===== src/rtl/adler32_pkg.sv =====
// ---------------------------------------------------------------------------
// adler32_pkg
// Shared constants, FSM state type and modular-add helper for the
// multi-lane Adler-32 engine.
//
// Contents:
//   MOD_ADLER  - Adler-32 modulus (largest prime below 2^16)
//   A_INIT     - initial value of the A running sum
//   state_t    - message FSM state (IDLE / DATA)
//   mod_add    - (x + y) mod MOD_ADLER for x, y < MOD_ADLER, no divider
// ---------------------------------------------------------------------------
package adler32_pkg;

    localparam logic [15:0] MOD_ADLER = 16'd65521;
    localparam logic [15:0] A_INIT    = 16'd1;

    typedef enum logic {
        IDLE = 1'b0,
        DATA = 1'b1
    } state_t;

    // Both operands are already reduced, so the sum is below 2*MOD_ADLER and
    // a single conditional subtract brings it back into range.
    function automatic logic [15:0] mod_add(input logic [15:0] x,
                                            input logic [15:0] y);
        logic [16:0] sum;
        sum = {1'b0, x} + {1'b0, y};
        if (sum >= {1'b0, MOD_ADLER}) begin
            sum = sum - {1'b0, MOD_ADLER};
        end
        return sum[15:0];
    endfunction

endpackage


===== src/rtl/adler32_byte_step.sv =====
// ---------------------------------------------------------------------------
// adler32_byte_step
// Combinational Adler-32 update for a single message byte:
//   A' = (A + byte) mod 65521
//   B' = (B + A')   mod 65521
//
// Ports:
//   a_in      [15:0] in   current A sum (< 65521)
//   b_in      [15:0] in   current B sum (< 65521)
//   data_byte [7:0]  in   message byte
//   a_out     [15:0] out  updated A sum
//   b_out     [15:0] out  updated B sum
// ---------------------------------------------------------------------------
module adler32_byte_step
    import adler32_pkg::*;
(
    input  logic [15:0] a_in,
    input  logic [15:0] b_in,
    input  logic [7:0]  data_byte,
    output logic [15:0] a_out,
    output logic [15:0] b_out
);

    always_comb begin
        a_out = mod_add(a_in, {8'd0, data_byte});
        b_out = mod_add(b_in, a_out);
    end

endmodule


===== src/rtl/adler32_multilane.sv =====
// ---------------------------------------------------------------------------
// adler32_multilane
// Adler-32 checksum engine accepting LANES bytes per data beat. A message
// starts with a size_valid/size pair, is followed by ceil(size/LANES) data
// beats (gaps allowed, no backpressure), and ends with a one-cycle
// checksum_valid pulse carrying {B, A}.
//
// Parameters:
//   LANES           bytes per data beat (1, 2 or 4)
//
// Ports:
//   clock           in   sole clock, rising edge
//   rst_n           in   synchronous active-low reset
//   size_valid      in   starts a message when idle
//   size    [31:0]  in   message length in bytes
//   data_valid      in   qualifies data while a message is in progress
//   data    [8*LANES-1:0] in  message bytes, data[7:0] earliest
//   checksum_valid  out  one-cycle pulse per message
//   checksum[31:0]  out  {B[15:0], A[15:0]}, held until the next pulse
//   err             out  (only with ADLER32_MULTILANE_ERR_EN) one-cycle pulse
//                        when size_valid arrives mid-message or data_valid
//                        arrives while idle
//
// Build option: define ADLER32_MULTILANE_ERR_EN to add the err output.
// ---------------------------------------------------------------------------
module adler32_multilane
    import adler32_pkg::*;
#(
    parameter int LANES = 1
) (
    input  logic                 clock,
    input  logic                 rst_n,
    input  logic                 size_valid,
    input  logic [31:0]          size,
    input  logic                 data_valid,
    input  logic [8*LANES-1:0]   data,
    output logic                 checksum_valid,
    output logic [31:0]          checksum
`ifdef ADLER32_MULTILANE_ERR_EN
    ,
    output logic                 err
`endif
);

    state_t      state_q, state_d;
    logic [15:0] a_q, a_d;
    logic [15:0] b_q, b_d;
    logic [31:0] remaining_q, remaining_d;
    logic [31:0] checksum_q, checksum_d;
    logic        checksum_valid_q, checksum_valid_d;
`ifdef ADLER32_MULTILANE_ERR_EN
    logic        err_q, err_d;
`endif

    // Lane chain: element 0 is the registered sum, element i+1 is the sum
    // after lane i. Lanes past the end of the message pass the sum through
    // untouched so garbage bytes in the last beat have no effect.
    logic [LANES:0][15:0] a_chain;
    logic [LANES:0][15:0] b_chain;
    logic                 final_beat;

    assign a_chain[0] = a_q;
    assign b_chain[0] = b_q;

    for (genvar i = 0; i < LANES; i++) begin : g_lane
        logic [15:0] step_a;
        logic [15:0] step_b;
        logic        lane_en;

        adler32_byte_step u_step (
            .a_in      (a_chain[i]),
            .b_in      (b_chain[i]),
            .data_byte (data[8*i +: 8]),
            .a_out     (step_a),
            .b_out     (step_b)
        );

        assign lane_en        = (remaining_q > 32'(i));
        assign a_chain[i + 1] = lane_en ? step_a : a_chain[i];
        assign b_chain[i + 1] = lane_en ? step_b : b_chain[i];
    end

    // A beat that covers everything left in the message closes it out.
    assign final_beat = (remaining_q <= 32'(LANES));

    // Next-state logic. checksum_valid is a registered pulse, so it defaults
    // low and only the closing event of a message raises it for one cycle.
    always_comb begin
        state_d          = state_q;
        a_d              = a_q;
        b_d              = b_q;
        remaining_d      = remaining_q;
        checksum_d       = checksum_q;
        checksum_valid_d = 1'b0;
`ifdef ADLER32_MULTILANE_ERR_EN
        err_d            = 1'b0;
`endif

        case (state_q)
            IDLE: begin
`ifdef ADLER32_MULTILANE_ERR_EN
                err_d = data_valid;
`endif
                if (size_valid) begin
                    if (size != 32'd0) begin
                        remaining_d = size;
                        a_d         = A_INIT;
                        b_d         = 16'd0;
                        state_d     = DATA;
                    end else begin
                        // An empty message has the initial sums as its checksum.
                        checksum_d       = {16'd0, A_INIT};
                        checksum_valid_d = 1'b1;
                    end
                end
            end

            DATA: begin
`ifdef ADLER32_MULTILANE_ERR_EN
                err_d = size_valid;
`endif
                if (data_valid) begin
                    a_d = a_chain[LANES];
                    b_d = b_chain[LANES];
                    if (final_beat) begin
                        remaining_d      = 32'd0;
                        checksum_d       = {b_chain[LANES], a_chain[LANES]};
                        checksum_valid_d = 1'b1;
                        state_d          = IDLE;
                    end else begin
                        remaining_d = remaining_q - 32'(LANES);
                    end
                end
            end

            default: begin
                state_d = IDLE;
            end
        endcase
    end

    // State registers with synchronous active-low reset; reset abandons any
    // message in progress without ever pulsing checksum_valid.
    always_ff @(posedge clock) begin
        if (!rst_n) begin
            state_q          <= IDLE;
            a_q              <= A_INIT;
            b_q              <= 16'd0;
            remaining_q      <= 32'd0;
            checksum_q       <= 32'd0;
            checksum_valid_q <= 1'b0;
`ifdef ADLER32_MULTILANE_ERR_EN
            err_q            <= 1'b0;
`endif
        end else begin
            state_q          <= state_d;
            a_q              <= a_d;
            b_q              <= b_d;
            remaining_q      <= remaining_d;
            checksum_q       <= checksum_d;
            checksum_valid_q <= checksum_valid_d;
`ifdef ADLER32_MULTILANE_ERR_EN
            err_q            <= err_d;
`endif
        end
    end

    assign checksum_valid = checksum_valid_q;
    assign checksum       = checksum_q;
`ifdef ADLER32_MULTILANE_ERR_EN
    assign err            = err_q;
`endif

endmodule


===== config.mk =====
export PLATFORM = sky130hd
export DESIGN_NAME = adler32_multilane
export DESIGN_NICKNAME = d
export VERILOG_FILES = /design/src/rtl/adler32_pkg.sv /design/src/rtl/adler32_byte_step.sv /design/src/rtl/adler32_multilane.sv
export SDC_FILE = /design/constraint.sdc
export NUM_CORES = 1
export LEC_CHECK = 0
export BUFFER_PORTS_ARGS = -buffer_cell sky130_fd_sc_hd__buf_2
export CAP_MARGIN = 25
export CORE_UTILIZATION = 44
export CTS_CLUSTER_SIZE = 30
export DETAILED_ROUTE_END_ITERATION = 12
export HOLD_SLACK_MARGIN = 0.12
export PLACE_DENSITY = 0.65
export SETUP_SLACK_MARGIN = 0.15
export SLEW_MARGIN = 10
export SYNTH_ARGS = -nofsm -noshare
export SYNTH_HDL_FRONTEND = slang
export SYNTH_SLANG_ARGS = --single-unit
export TNS_END_PERCENT = 20

===== constraint.sdc =====
create_clock -name clock -period 6.9 [get_ports clock]
set_input_delay 1.035 -clock clock [delete_from_list [all_inputs] [get_ports clock]]
set_output_delay 1.035 -clock clock [all_outputs]
set_load 0.05 [all_outputs]

Word level (Yosys, flattened, before mapping)
Index checks and enable logic that the tools add are counted.

storage, ports and cells
  register bits = 98
  output and inout bits = 33
  word-level logic and storage cells = 56

operators by class
  add/subtract/negate cells = 5
  order comparisons = 4
  eq/ne operators = 5
  muxes and demuxes = 32
  bitwise logic cells = 1
  reductions and logical operators = 3

operators by type and width
  kind                    number
  $mux 32                 8
  $mux 16                 10
  $pmux 32 s2             2
  $pmux 16 s2             2
  $ge 17x16->1 const B    2
  $gt 32x1->1 const B     1
  $le 32x1->1 const B     1
  $reduce_bool 32->1      1
  $sub 16x16->16 const B  2
  $sub 32x1->32 const B   1
  $add 16x16->17          1
  $add 16x8->17           1
  $mux 1                  8
  $ne 2x2->1 const B      4
  $pmux 1 s2              2
  $reduce_and 4->1        1
  $reduce_and 3->1        1
  $ne 2x1->1 const B      1
  $not 1->1               1

Depth between registers and ports, before layout
Gate-level depths: netlist of the first run.

  depth in word-level cells = 10
  mapped depth = 24
  gate-level depth less buffers = 23

Hierarchy
From an unflattened synthesis of the first run, not the netlist that was laid out.

second synthesis, totals
  cells, all modules = 974
  area, all modules = 7,606.0 µm²

by module, submodules not included
  module             times used  cells an instance  area an instance (µm²)  sequential area each (µm²)
  adler32_multilane  1           637                5,266.3                 1,961.9
  adler32_byte_step  1           337                2,339.7                 0.0

Least setup slack after synthesis of the first run
Ideal clock, no wire load.

  path kind = input port to flip-flop
  start point = input port data[0]
  end point = register b_q[8]
  library setup time = 0.125 ns
  arrival = 6.693 ns
  data required time = 6.775 ns
  setup slack = 0.082 ns
  stages on the path = 22
  buffers on the path = 0
  cell sequence = ha_1 > fa_1 > a21o_1 > a221oi_4 > a21boi_2 > o21bai_1 > or4_4 > o31ai_4 > xnor2_1 > ha_1 > inv_1 > fa_1 > nand3b_2 > nand2_4 > a31oi_4 > xor2_4 > or3_1 > or4_4 > o21a_4 > or4_4 > xnor2_2 > o21ai_1

on the way
  longest elaborated chain between the ends = 9
  elaborated cells between the ends (all ways) = 11
  those cells by class = add/sub: 4; order compare: 2; mux: 5

ends and longest elaborated chain
  element                                         RTL line                              RTL
  start, declared                                 adler32_multilane.sv:36               input logic [8*LANES-1:0] data,
  $add 16x8->17 (*)                               adler32_pkg.sv:27                     sum = {1'b0, x} + {1'b0, y};
  $sub 16x16->16 or $ge 17x16->1 (tied branches)  adler32_pkg.sv:29, adler32_pkg.sv:28
  $mux 16 (*)                                     adler32_pkg.sv:28                     if (sum >= {1'b0, MOD_ADLER}) begin
  $add 16x16->17 (*)                              adler32_pkg.sv:27
  $sub 16x16->16 or $ge 17x16->1 (tied branches)  adler32_pkg.sv:29, adler32_pkg.sv:28
  $mux 16 (*)                                     adler32_pkg.sv:28
  $mux 16 (*)                                     adler32_multilane.sv:80               assign b_chain[i + 1] = lane_en ? step_b : b_chain[i];
  $mux 16 (*)                                     adler32_multilane.sv:122              if (data_valid) begin
  $pmux 16 s2 (*)                                 adler32_multilane.sv:99               case (state_q)
  end signal, assigned                            adler32_multilane.sv:148              b_q <= 16'd0;
  end signal, assigned                            adler32_multilane.sv:158              b_q <= b_d;
  end, declared                                   adler32_multilane.sv:47               logic [15:0] b_q, b_d;

Mark *: on every way between the ends. The rest lies on a longest branch, timed or not. The select of a mux whose other input is x is not followed.
A chain may end at the register's enable or synchronous reset.

Worst setup path in the final report of the first run
Ends and elaborated chain as after synthesis.

==> reports/results.txt, run 1 <==
Synthesis inferred 98 register bits. The critical-path maximum fanout was 7; the post-route worst setup slack was 0.3557 ns. The setup clock skew after layout was 0.007612 ns; the highest achievable clock rate was 152.8 MHz. The top-level I/O count came out at 77.

In this run, the number of DRC markers left after iteration 0 of detailed routing was 684. The floorplan has 45 rows. Share of synthesized registers carrying an async set or reset: 0%.

Entering global routing, the biggest net connects 61 pins. Clock-pin slew was measured on the worst setup and hold paths at 0.07 ns. The count of H-tree levels built during CTS is 3. Global routing consumed, over all layers together, 26.24% of the routing resources. The tightest min-delay check is of the flop to flop type.

The width of the chip came out at 128.7 um. After legalization and detailed placement, the total HPWL measured 15.77 mm. The tools report the iteration count of the initial detailed-routing pass as 5. By startpoint and endpoint, the worst setup path is classified as primary input to flop.

The number of antenna diodes in the final layout is 0. The critical path goes through buf_2 > ha_1 > fa_1 > a21o_1 > a221oi_4 > xnor2_2 > nand4_1 > or4_4 > o31ai_4 > buf_6 > nand3_1 > xnor2_2 > inv_1 > ha_1 > a21oi_2 > o21ai_2 > a31oi_4 > xor2_4 > or3_1 > or4_4 > o21a_4 > or4_4 > xnor2_2 > o21ai_1. Across all layers, the routed design uses 7301 vias. TritonCTS built the clock tree. Counting the buffers created by CTS gives 9. The starting utilization of the core area was 45.77%.

In this run the tightest slew margin relative to its limit is 36.46%. The longest clock path from root to sink contains 2 buffers. After detailed routing, the number of vias per cell comes to 5.883. The run gives 0 as the final count of hold timing violations. Once detail routing completed, the nets flagged for antenna violations numbered 0. For the minimum setup slack after placement, the log shows -0.1412 ns. Dividing the detail-routed wire length by the instance count gives 17.39 um. The most used flip-flop cell after synthesis is dfxtp_1. During placement, the flow inserted port buffers numbering 76. The cell type group with the largest total delay on the critical path was simple AND/OR/NAND/NOR gates. The floorplan step set the die height to 128.7 um. The number of global-route vias before repair was 6494; the core outline area was 15430 um2. The critical path contains buffers and inverters numbering 3 combined. At the end of the flow the core is filled with cells to 55.32%. The flow ran to the end, and the final reports show no timing, DRC or antenna violations. The slack of the worst reg-to-reg path came out at 0.78 ns. The die covers 16560 um2. Total of warnings raised by yosys: 0.

The worst setup path is captured at a flop. For this design, the sink count on the clock tree is 98. The total routed wirelength was 21.59 mm. The slowest cell on the critical path was or4_4.

The peak per-stage delay on the critical path was 0.56 ns. Across all hold checks on the routed design, the worst slack comes to 0.4526 ns. For this design the static power due to leakage is 3.532 nW.

The required time of the critical path is 7.13 ns. The residual overflow from global routing is 0, and the power density normalized to cell area is 191.0 nW/um2. The final critical path takes up 94.85% of the cycle.

After clock tree synthesis, the flow added hold-fix buffers numbering 0. The run gives 0.36 ns as the insertion delay of the later-clocked pin in the worst-skew pair. CTS placed an instance of clkbuf_16 at the clock tree root. Routability-driven placement finished with a final weighted congestion of 0.9760. The tools report the setup-violating endpoint count in the final report as 0. The number of flops mapped to enable cells by yosys came out at 0. Each instance of the synthesized netlist takes up on average 7.659 um2. The share of synthesized area occupied by flip-flops and latches was 27.78%; the post-layout instance area was 8534 um2. Data arrives at the worst endpoint at 6.77 ns. Setup repair after global routing left no endpoint under its margin. The first-pass GRT wire length is 34.03 mm, and the number of distinct library cell variants in the gate-level netlist after synthesis is 83. Critical path launch point type: a primary input.

IR analysis of the VDD net gives a maximum drop of 0.0001246 V. After detailed routing, the number of remaining DRC violations is 0. The tool flagged a number of max-cap violations equal to 0.

The share of post-route cells with drive strength above 1 works out to 21.65%. The cell area reported after detailed placement was 7978 um2; the number of max-slew violations in the final report was 0. In the synthesized netlist, the number of instances is 922. Relative to the synthesized area, the layout overhead comes to 20.85%. The measured slew at the worst slew-check pin was 0.9496 ns; the final period demand of the worst path was 6.544 ns. The number of antenna violations at the first check in global routing was 0; the synthesized net count was 1000.

The synthesized cell area came out at 7062 um2. The run gives 1104 as the post-layout net count.
-- metal layers --
layer	track usage (%)	vias to the layer above	routed length, um
met4	7.405	0	344
li1	-	3601	-
met1	38.68	3461	10490
met5	0	-	0
met3	3.326	25	1165
met2	39.75	214	9584
-- worst register-to-register path: stages (launching register included) --
cell,delay [ns]
dfxtp_1,0.35
ha_1,0.22
fa_1,0.39
a21o_1,0.22
a221oi_4,0.34
xnor2_2,0.17
nand4_1,0.12
or4_4,0.55
o31ai_4,0.23
buf_6,0.17
nand3_1,0.12
xnor2_2,0.16
inv_1,0.08
ha_1,0.33
a21oi_2,0.21
o21ai_2,0.10
a31oi_4,0.25
xor2_4,0.10
or3_1,0.38
or4_4,0.56
o21a_4,0.23
or4_4,0.49
xnor2_2,0.15
o21ai_1,0.07
-- cell families (layout without fill, tap and decap cells) --
group	after synthesis	count (layout)	synth area share, %
xor+xnor	40	40	5.333
compound gates	307	307	28.90
mux	10	10	1.471
buf+inv	75	183	4.412
simple gates	358	358	25.87
fa+ha+maj	34	34	6.237
flops	98	98	27.78
-- final cells by class --
class | instances | area [um2]
clock buffer | 11 | 252.7
clock inverter | 4 | 58.81
multi-input combinational | 749 | 4985
timing repair buffer | 143 | 918.4
tap | 211 | 264.0
inverter | 25 | 93.84
sequential | 98 | 1962
fill | 1490 | 6893
-- through the flow --
stage | cells | TNS (ns) | total power, mW
after floorplan | 922 | 0 | 0.9200
after global placement | 1221 | -0.04913 | 1.060
after detailed placement | 1221 | -0.5003 | 1.062
after CTS | 1236 | 0 | 1.599
after global routing | 1241 | 0 | 1.712
final | 1241 | 0 | 1.630
-- synth_stat cells, drive strengths merged (5+ instances only) --
cell type,n,area (um2)
a211oi,12,90.09
a21boi,14,108.9
a21o,14,106.4
a21oi,67,342.8
a22o,10,87.58
a22oi,22,165.2
a31oi,6,52.55
and2,20,125.1
and3,11,70.07
buf,16,90.08
clkbuf,34,127.6
dfxtp,98,1962
ha,32,400.4
inv,25,93.84
mux2i,7,70.07
nand2,108,412.9
nand2b,8,50.05
nand3,18,90.09
nand3b,5,41.29
nand4,12,81.33
nor2,72,272.8
nor2b,19,118.9
nor3,18,95.09
nor4,32,200.2
o211a,6,60.06
o211ai,9,72.57
o21a,10,82.57
o21ai,98,494.2
o2bb2ai,6,52.55
o31ai,5,56.30
or2,5,31.28
or3,10,62.56
or4,6,56.30
xnor2,25,226.5
xor2,15,150.2
-- worst paths after layout --
path                     start            to  cells past startpoint
setup / recovery       data[0]        b_q[8]                     24
hold / removal    checksum[29]  checksum[29]                      2
setup reg to reg        a_q[0]        b_q[8]                     23
hold reg to reg   checksum[29]  checksum[29]                      2
-- flip-flops by register name (all words and copies together), names as in the netlist --
signal,flops
checksum,32
remaining_q,32
a_q,16
b_q,16
checksum_valid,1
state_q,1
-- report_power, final --
| part | switching [mW] | total (mW) | internal, mW |
|---|---|---|---|
| logic | 0.279 | 0.474 | 0.195 |
| registers | 0.0247 | 0.613 | 0.589 |
| clock network | 0.239 | 0.543 | 0.304 |
| total | 0.543 | 1.63 | 1.09 |
-- cells in the final DEF, fill, tap and decap left out, drive strengths merged, types with 15 or more instances in the layout --
cell type    n
o21ai       98
inv         27
xnor2       25
nor2b       19
and2        20
a21oi       67
xor2        15
nand2      108
dfxtp       98
nand3       18
nor4        32
nor3        18
buf        143
ha          32
nor2        72
a22oi       22
-- what timing repair did --
item / 4_1_cts / 5_1_grt
setup buffers: 0 / 2
setup endpoints to repair: 0 / 31
gates resized for setup: 0 / 39
No activity file was read; power rests on OpenSTA's default activity.
==> inputs of run 2 (changes only) <==
CORE_ASPECT_RATIO = 0.7   (was not set)
==> run 2 against run 1 <==
  * First-iteration DRC count rose by 7.3%
  * Critical path depth fell by 1
  * Global-route usage rose by 0.37 points
  * Die area barely moved
  * Core utilization fell by 0.32 points
  * Non-clock buffer count rose by 5
  * Via count rose by 2.7%
  * Maximum frequency fell by 1.3%
==> reports/results.txt, run 2 (synthesis gave the netlist of run 1 again) <==
The area of all sequential standard cells came out at 1962 um2 (unchanged). The setup TNS was 0 ns (unchanged); the number of filler instances in the final layout was 1506 (+1.1%). The flow ran to the end, and the final reports show no timing, DRC or antenna violations. The die extent in y was 108.0 um (-16%); the cell leakage power was 3.559 nW (+0.79%).

The setup clock skew after layout was 0.006829 ns (-0.0007827 ns). The number of cells in the finished layout apart from fillers was 1236 (-0.40%); the worst path arrival time was 6.85 ns (+0.08 ns). The tools report the critical path endpoint category as a flop. For the insertion delay of the later-clocked pin in the worst-skew pair, the log shows 0.36 ns (about the same). The port buffer count was 76 (unchanged); the total clock sinks was 98 (unchanged). For the number of placed cells counting well taps, the log shows 1219 (-0.16%). The post-route worst setup slack was 0.2668 ns (-0.08888 ns); the detailed-route DRC error count was 0 (unchanged). The run gives 0 (unchanged) as the setup-violating endpoint count in the final report.

The worst setup path is of the primary input to flop kind. The share of post-route cells with drive strength above 1 works out to 21.81% (+0.16 points). The run gives 36.66% (+0.20 points) as the normalized max-slew margin.

The final RePlAce weighted congestion was 0.9287 (-4.8%); the violation count after the first detailed-route iteration was 734 (+7.3%). The tools report the critical path launch point type as a primary input. The cell sitting at the root of the clock tree is a clkbuf_16. Setup repair after global routing could not meet its margin everywhere.

The tools report the HPWL after detailed placement as 16.79 mm (+6.5%). The minimum setup slack after placement was -0.1246 ns (+0.01655 ns); the width of the chip was 153.4 um (+19%). Compared with the post-synthesis result, the final layout area differs by 21.46%. The top-level I/O count came out at 77 (unchanged). The iteration count of the initial detailed-routing pass is 6 (+1). The run gives 22.51 mm (+4.3%) as the total routed wirelength.

The post-route worst hold slack is 0.4626 ns (+0.01001 ns). The logs give 0 (unchanged) for the final count of hold timing violations and 0.70 ns (-0.08 ns) for the slack of the worst reg-to-reg path. The number of max-slew violations in the final report is 0 (unchanged).

The first-pass GRT wire length is 34.80 mm (+2.3%), and the cell area reported after detailed placement is 8066 um2 (+1.1%). The hold buffer count at CTS was 0 (unchanged). The power density normalized to cell area came out at 186.9 nW/um2 (-2.1%). The most common cell after layout, fill and taps aside was nand2_1. The final period demand of the worst path came out at 6.633 ns (+0.08888 ns). Required time of the critical path: 7.12 ns (about the same). The min-delay analysis places its worst path in the category flop to flop. The diode insertion count for antenna repair came out at 0 (unchanged). The tools report the die footprint as 16570 um2 (about the same).

The remaining antenna violation count after routing was 0 (unchanged). TritonCTS built the clock tree. The core outline area came out at 15600 um2 (+1.1%). The run gives 5015 um2 (+0.60%) as the multi-input combinational cell area. The final core area utilization was 55.00% (-0.32 points). The run gives 38 (-16%) as the count of standard-cell rows.

The total power after layout is 1.603 mW (-1.7%). The starting utilization of the core area was 45.28% (-0.49 points). For the max capacitance violation total, the log shows 0 (unchanged).

For the highest achievable clock rate, the log shows 150.8 MHz (-1.3%). The critical-path maximum fanout was 8 (+1); the maximum root-to-sink buffer count was 2 (unchanged). The tools report the count of H-tree levels built during CTS as 3 (unchanged). Source of the critical timing path: data[0]. The post-layout net count is 1109 (+0.45%), and the number of antenna violations at the first check in global routing is 0 (unchanged). The tools report the number of CTS-inserted buffers as 9 (unchanged). The number of global-route vias before repair is 6461 (-0.51%). The tools report the launching point of the worst reg2reg path as a_q[0]. Total routing usage reported by global routing: 26.61% (+0.37 points). In the layout the commonest cells are nand2_1 (107), dfxtp_1 (98), o21ai_0 (89). The tools report the worst vdd rail ir drop as 0.0001042 V (-16%).

The per-cell routed wire length works out to 18.21 um (+4.7%). For the maximum number of pins on one net before global-route repair, the log shows 61 (unchanged). The via count was 7499 (+2.7%).

In this run the most critical hold path is launched from checksum[4]. The clock edge transition at the registers on the reported setup and hold paths was 0.06 ns (about the same); the detailed-route vias per instance was 6.067 (+3.1%). The post-layout instance area is 8577 um2 (+0.50%). The part of the cycle the worst path needs came out at 96.13% (+1.3 points). The residual overflow from global routing was 0 (unchanged); the measured slew at the worst slew-check pin was 0.9491 ns (-0.0004932 ns).
==> run 2: cell type report <==
class	count	area share [%]
inverters	25	1.094
clock inverters	2	0.1167
well taps	200	2.918
repair buffers	148	11.33
multi-input cells	749	58.47
clock buffers	14	3.195
flip-flops and latches	98	22.87
==> run 2: routing by layer <==
metal / vias to the layer above / share of wire (%) / global-route usage [%] / routed length [um]
li1: 3599 / - / - / -
met2: 284 / 40 / 36.33 / 9042
met1: 3591 / 50 / 40.91 / 11230
met4: 0 / 1.4 / 6.000 / 306
met3: 25 / 8.6 / 6.613 / 1928
met5: - / 0 / 0 / 0
==> run 2: worst max-delay path, cell delays in order <==
cell      delay (ns)
buf_2           0.10
ha_1            0.21
fa_1            0.40
a21o_1          0.24
a221oi_4        0.36
a21boi_2        0.10
o21bai_1        0.18
or4_4           0.54
o31ai_4         0.20
buf_6           0.17
nand2_1         0.07
xnor2_1         0.35
ha_2            0.42
buf_4           0.16
a21oi_1         0.33
xnor2_1         0.20
or2_2           0.20
nor2_1          0.07
or4_4           0.57
o21a_4          0.23
or4_4           0.49
xnor2_2         0.15
o21ai_1         0.07
==> run 2: repair_timing <==
| action | CTS | global route |
|---|---|---|
| resized for setup | 0 | 41 |
| setup buffers | 0 | 1 |
| setup endpoints to repair | 0 | 31 |
==> run 2: report_power, final <==
| group | internal [mW] | switching, mW |
|---|---|---|
| clock | 0.274 | 0.220 |
| sequential | 0.589 | 0.0281 |
| combinational | 0.203 | 0.289 |
| total | 1.07 | 0.538 |
==> run 2: final timing paths <==
path,endpoint,cells after the start
worst max-delay path,checksum[24],23
worst min-delay path,checksum[4],1
worst max register to register,checksum[24],22
worst min register to register,checksum[4],1
